File: src/rtl/boot_bridge_pkg.sv
// rtl/boot_bridge_pkg.sv - shared types and constants for the boot SRAM bridge
package boot_bridge_pkg;

    // Bridge lifecycle: collect boot writes, drain them, then hand over the chip.
    typedef enum logic [1:0] {
        BOOTING  = 2'd0,
        FLUSH    = 2'd1,
        RELEASED = 2'd2
    } bridge_state_t;

    // One buffered housekeeping write.
    typedef struct packed {
        logic [31:0] addr;
        logic [31:0] data;
    } boot_wr_t;

    localparam int BOOT_BRIDGE_DEPTH_DEFAULT = 4;
    localparam int BOOT_WR_W                 = $bits(boot_wr_t);

endpackage

File: src/rtl/hk_sync_fifo.sv
// rtl/hk_sync_fifo.sv - register FIFO buffering housekeeping write strobes
module hk_sync_fifo
    import boot_bridge_pkg::*;
#(
    parameter int DEPTH = BOOT_BRIDGE_DEPTH_DEFAULT,
    parameter int WIDTH = BOOT_WR_W
) (
    input  logic             clk_i,
    input  logic             reset_i,
    input  logic             push_i,
    input  logic [WIDTH-1:0] push_data_i,
    input  logic             pop_i,
    output logic             full_o,
    output logic             empty_o,
    output logic [WIDTH-1:0] head_o
);

    // Pointers carry one extra wrap bit so full and empty are distinguishable.
    localparam int AW = $clog2(DEPTH);
    localparam int PW = AW + 1;

    logic [WIDTH-1:0] mem_q [DEPTH];
    logic [WIDTH-1:0] mem_d [DEPTH];
    logic [PW-1:0]    wr_ptr_q;
    logic [PW-1:0]    wr_ptr_d;
    logic [PW-1:0]    rd_ptr_q;
    logic [PW-1:0]    rd_ptr_d;
    logic             do_push;
    logic             do_pop;

    assign empty_o = (wr_ptr_q == rd_ptr_q);
    assign full_o  = (wr_ptr_q[AW-1:0] == rd_ptr_q[AW-1:0]) &&
                     (wr_ptr_q[AW] != rd_ptr_q[AW]);

    // A pop frees the head slot this cycle, so a push into a full FIFO is fine then.
    assign do_pop  = pop_i && !empty_o;
    assign do_push = push_i && (!full_o || do_pop);

    // Head is read straight from storage so the consumer sees it without a bubble.
    assign head_o  = mem_q[rd_ptr_q[AW-1:0]];

    // Next-state for storage and pointers.
    always_comb begin
        mem_d    = mem_q;
        wr_ptr_d = wr_ptr_q;
        rd_ptr_d = rd_ptr_q;
        if (do_push) begin
            mem_d[wr_ptr_q[AW-1:0]] = push_data_i;
            wr_ptr_d                = wr_ptr_q + 1'b1;
        end
        if (do_pop) begin
            rd_ptr_d = rd_ptr_q + 1'b1;
        end
    end

    // Storage is cleared on reset so the idle head (and thus the memory port) reads zero.
    always_ff @(posedge clk_i) begin
        if (reset_i) begin
            for (int i = 0; i < DEPTH; i++) begin
                mem_q[i] <= '0;
            end
            wr_ptr_q <= '0;
            rd_ptr_q <= '0;
        end else begin
            mem_q    <= mem_d;
            wr_ptr_q <= wr_ptr_d;
            rd_ptr_q <= rd_ptr_d;
        end
    end

endmodule

File: src/rtl/boot_sram_bridge.sv
// rtl/boot_sram_bridge.sv - commits housekeeping boot writes to SRAM and gates chip release
module boot_sram_bridge
    import boot_bridge_pkg::*;
#(
    parameter int FIFO_DEPTH = BOOT_BRIDGE_DEPTH_DEFAULT,
    parameter int CNT_W      = 16
) (
    input  logic             clk_i,
    input  logic             reset_i,
    input  logic             hk_wr_en_i,
    input  logic [31:0]      hk_addr_i,
    input  logic [31:0]      hk_data_i,
    input  logic             hk_boot_done_i,
    input  logic             hk_cores_en_i,
    output logic             mem_req_o,
    output logic [31:0]      mem_addr_o,
    output logic [31:0]      mem_wdata_o,
    input  logic             mem_gnt_i,
    output logic             cores_en_o,
    output logic             boot_done_o,
    output logic             overflow_o,
    output logic [31:0]      checksum_o,
    output logic [CNT_W-1:0] words_o
);

    bridge_state_t    state_q;
    bridge_state_t    state_d;
    logic             overflow_q;
    logic             overflow_d;
    logic [31:0]      checksum_q;
    logic [31:0]      checksum_d;
    logic [CNT_W-1:0] words_q;
    logic [CNT_W-1:0] words_d;
    logic             boot_done_q;
    logic             boot_done_d;
    logic             cores_en_q;
    logic             cores_en_d;

    logic             fifo_full;
    logic             fifo_empty;
    logic             pop;
    logic             push_ok;
    boot_wr_t         push_entry;
    boot_wr_t         head_entry;

    // A grant only counts while a request is actually outstanding.
    assign pop = mem_gnt_i && !fifo_empty;

    // After release the SRAM belongs to the cores, so late strobes are refused.
    assign push_ok = hk_wr_en_i && (state_q != RELEASED) && (!fifo_full || pop);

    assign push_entry = '{addr: hk_addr_i, data: hk_data_i};

    hk_sync_fifo #(
        .DEPTH (FIFO_DEPTH),
        .WIDTH (BOOT_WR_W)
    ) u_fifo (
        .clk_i       (clk_i),
        .reset_i     (reset_i),
        .push_i      (push_ok),
        .push_data_i (push_entry),
        .pop_i       (pop),
        .full_o      (fifo_full),
        .empty_o     (fifo_empty),
        .head_o      (head_entry)
    );

    assign mem_req_o   = !fifo_empty;
    assign mem_addr_o  = head_entry.addr;
    assign mem_wdata_o = head_entry.data;

    // Release only once the buffer has drained and no new strobe is arriving.
    always_comb begin
        state_d = state_q;
        case (state_q)
            BOOTING:  if (hk_boot_done_i) state_d = FLUSH;
            FLUSH:    if (fifo_empty && !hk_wr_en_i) state_d = RELEASED;
            RELEASED: state_d = RELEASED;
            default:  state_d = BOOTING;
        endcase
    end

    // Debug counters, sticky drop flag and the registered release outputs.
    always_comb begin
        overflow_d = overflow_q || (hk_wr_en_i && !push_ok);
        checksum_d = checksum_q;
        words_d    = words_q;
        if (pop) begin
            checksum_d = checksum_q + head_entry.data;
            words_d    = words_q + 1'b1;
        end
        boot_done_d = (state_d == RELEASED);
        // A dropped write means SRAM contents are incomplete: keep the cores off.
        cores_en_d  = (state_d == RELEASED) && hk_cores_en_i && !overflow_d;
    end

    // State and output registers.
    always_ff @(posedge clk_i) begin
        if (reset_i) begin
            state_q     <= BOOTING;
            overflow_q  <= 1'b0;
            checksum_q  <= '0;
            words_q     <= '0;
            boot_done_q <= 1'b0;
            cores_en_q  <= 1'b0;
        end else begin
            state_q     <= state_d;
            overflow_q  <= overflow_d;
            checksum_q  <= checksum_d;
            words_q     <= words_d;
            boot_done_q <= boot_done_d;
            cores_en_q  <= cores_en_d;
        end
    end

    assign overflow_o  = overflow_q;
    assign checksum_o  = checksum_q;
    assign words_o     = words_q;
    assign boot_done_o = boot_done_q;
    assign cores_en_o  = cores_en_q;

endmodule
File: config.mk
export PLATFORM = sky130hd
export DESIGN_NAME = boot_sram_bridge
export DESIGN_NICKNAME = d
export VERILOG_FILES = /design/src/rtl/boot_bridge_pkg.sv /design/src/rtl/hk_sync_fifo.sv /design/src/rtl/boot_sram_bridge.sv
export SDC_FILE = /design/constraint.sdc
export NUM_CORES = 1
export LEC_CHECK = 0
export ABC_AREA = 1
export CORE_ASPECT_RATIO = 2
export CORE_UTILIZATION = 51
export DETAILED_ROUTE_END_ITERATION = 7
export GPL_TIMING_DRIVEN = 0
export HOLD_SLACK_MARGIN = 0.03
export PLACE_DENSITY = 0.85
export SETUP_SLACK_MARGIN = 0.3
export SLEW_MARGIN = 10
export SYNTH_ARGS = -nofsm -noshare
export SYNTH_HDL_FRONTEND = slang
export SYNTH_SLANG_ARGS = --single-unit
File: constraint.sdc
create_clock -name clk_i -period 2.42 [get_ports clk_i]
set_input_delay 0.484 -clock clk_i [delete_from_list [all_inputs] [get_ports clk_i]]
set_output_delay 0.484 -clock clk_i [all_outputs]
set_load 0.005 [all_outputs]
==> results.tsv <==
metric	value	unit
status	finished with violations	
failing checks	DRC, setup timing	
largest net degree at the start of global routing	17	
grt total ovfl	0	
first-pass GRT wire length	96.3	mm
switching power	6.87	mW
commonest non-fill, non-tap cells in the layout	419 x nand2_1, 313 x dfxtp_1, 287 x nor2_1	
via count	19445	
H-Tree Level Count	1	
post-synthesis compound-gate area fraction	17.7	%
WS Path Type	reg2reg	
cell row count	90	
RD Place Congestion	1.02	
commonest non-fill, non-tap cell in the layout	nand2_1	
Syn. warnings	0	
Post-Synth Simple-Gate Area	28.8	%
Bufs on Longest Clock Path	3	
Post-route DRC	34	
Clock power frac	26.3	%
Power per Cell Area	815	mW/mm2
Die W	126	um
Final setup viols	82	
post-synthesis cell type count	33	
CP max-delay cell	o21ai_1	
sequential area share after synthesis	40.3	%
delay of the slowest cell on the worst path	490	ps
share of the synthesized area in the top cell type	40.3	%
core area	0.0302	mm2
synthesized area	0.0156	mm2
total CTS buffers	28	
WP data required	2930	ps
RSZ-0062 raised after global routing	yes	
max_cap viols	0	
setup ws final	-456	ps
Slew @ Worst Pin	1140	ps
Filler cells	2014	
combinational power share	41.3	%
CP Capture Type	register	
Post-Layout Cell Count	3031	
adder-cell area share of the yosys netlist	3.09	%
Final Skew	24.8	ps
P&R area growth vs syn	42.5	%
Synth area leader	dfxtp_1	
post-synthesis mux area share	0	%
Reg area	0.00631	mm2
Detailed Routing Iterations Pass 1	8	
vias in the first global route	18203	
hold slack final	442	ps
starting density of the core	51.8	%
minimum clock period	2880	ps
share of layout cells above drive strength 1	23.7	%
sequential power share	32.4	%
post-route cell area	0.0223	mm2
Switching Fraction	37.8	%
CTS tree	built	
IO Pins	186	
Lkg Pwr	9.40	nW
register bit count reported by yosys	315	
starting DRC count in detailed routing	2431	
CP max FO	10	
total wire length	71.4	mm
Antenna Nets Post-Route	0	
cell mode on critical path	nand2_1	
largest family of logic cells by synthesized area	simple AND/OR/NAND/NOR gates	
arrival time at the worst endpoint	3390	ps
Tot Pwr	18.2	mW
Die ar.	0.0314	mm2
placed cells	2890	
Hold Crit Class	in2reg	
max-slew violations	0	
cts-stage hold buffer count	0	
DR WL/cell	23.6	um
GRT Overall Usage	39.6	%
xor and xnor area share after synthesis	1.34	%
Max Freq	348	MHz
Syn Area/Cell	6.69	um2
port buffer count	184	
Post-Syn Nets	2446	
insertion delay to the later sink of the worst-skew pair	620	ps
fin crit share	119	%
dpl cell area	0.0185	mm2
Startpoint Class	register	
die height	250	um
Worst VDD drop	0.000732	V
clk root buf	clkbuf_16	
via/cell ratio	6.42	
CTS Sinks	315	
initial antenna violation count	2	
area of the multi-input gates	0.00990	mm2
Nets	2748	
Clock transition at path regs	80	ps
internal power of the cells	11.3	mW
slew margin rel.	23.9	%
Mapped Cells	2338	
critical path cell sequence	buf_8, clkbuf_8, o21ai_1, o22ai_2, buf_4, ha_4, nand2_1, nor2_1, nand2_1, nor2_2, nand2_4, nand3_1, nand3_1, nand2_1, inv_1	
Detailed Place HPWL	42.0	mm
final hold violation count	0	
top post-synthesis cells by area	dfxtp_1 40%, nand2_1 11%, nor2_1 8.7%, a21oi_1 7.6%, nand3_1 7.6%	
## cell type report
type / instances / share of cell area, %
diodes: 1 / 0.0112
plain buffers: 160 / 7.05
clock buffers: 37 / 3.66
clock inverters: 15 / 0.567
inverters: 164 / 2.82
multi-input cells: 1700 / 44.4
flip-flops and latches: 315 / 28.3
well taps: 368 / 2.07
repair buffers: 271 / 11.1
## power groups by stage
| stage | clock (mW) | sequential, mW | combinational (mW) |
|---|---|---|---|
| 2_1_floorplan | 0 | 5.86 | 3.18 |
| 4_1_cts | 4.66 | 5.84 | 6.48 |
| 5_1_grt | 4.93 | 5.91 | 7.85 |
| 3_3_place_gp | 0 | 5.91 | 5.27 |
| 3_5_place_dp | 0 | 5.92 | 5.35 |
| 6_report | 4.78 | 5.89 | 7.49 |
## logic make-up (layout without fill, tap and decap cells)
kind of cell | Yosys count | after routing
DFF | 315 | 315
buffers and inverters | 324 | 647
AOI/OAI and AO/OA | 534 | 534
adders and majority gates | 38 | 38
other | 0 | 1
xor gates and xnor gates | 24 | 24
and+or+nand+nor | 1103 | 1104
## routing by layer
metal  part of all wire (%)  vias up  GRT usage [%]
li1                       -     8286              -
met1                     30     8813           38.3
met2                     48     1648           71.3
met3                     11      696           7.12
met4                     11        2           34.6
met5                  0.015        -              0
## path summary, 6_finish.rpt
| check | cells past startpoint | endpoint | from | slack (ps) |
|---|---|---|---|---|
| setup / recovery | 15 | checksum_o[30] | u_fifo.rd_ptr_q[0] | -460 |
| hold / removal | 3 | cores_en_o | hk_cores_en_i | 440 |
| setup reg to reg | 15 | checksum_o[30] | u_fifo.rd_ptr_q[0] | -460 |
| hold reg to reg | 2 | u_fifo.mem_q[74] | u_fifo.mem_q[74] | 460 |
## timing repair
action	4_1_cts	5_1_grt
setup buffers	46	29
gates cloned	8	5
endpoints found under the setup margin	175	373
gates resized for setup	574	315
pin swaps	80	60
## state kept, by name, indices dropped and copies added, names as in the netlist
signal,count
boot_done_o,1
state_q,2
overflow_o,1
words_o,16
u_fifo.wr_ptr_q,3
u_fifo.rd_ptr_q,3
u_fifo.mem_q,256
cores_en_o,1
checksum_o,32
## critical path, delay by kind of cell (launching register included)
kind,cells,cell delay (ps)
buf+inv,4,560
simple gates,8,830
flops,1,390
fa+ha+maj,1,310
compound gates,2,660
## metrics by stage
stage	TNS [ps]	setup slack [ps]	util (%)
2_1_floorplan	0	65.4	-
3_3_place_gp	-13080	-660	61.4
3_5_place_dp	-14220	-674	61.4
4_1_cts	-5320	-245	70.4
5_1_grt	-16630	-505	73.9
6_report	-14450	-456	73.9
## synthesized netlist by cell type
master,n
buf_2,39
buf_4,13
nand3b_1,1
clkbuf_1,95
nand2_8,1
nor4_1,5
nand2_2,2
a211oi_1,2
xor2_1,13
or2_2,2
nand3_1,237
inv_2,4
a21boi_1,1
nor3_1,11
nand2_1,475
a21o_1,1
buf_6,6
ha_1,37
o21ai_0,215
o21bai_1,3
o21ai_1,8
dfxtp_1,315
o22ai_1,63
buf_1,7
fa_1,1
o211ai_1,2
nor2_1,361
a21oi_1,239
xnor2_1,11
inv_1,160
nor2_2,1
nand4_1,6
and2_1,1
(Power assumes the default switching activity.)
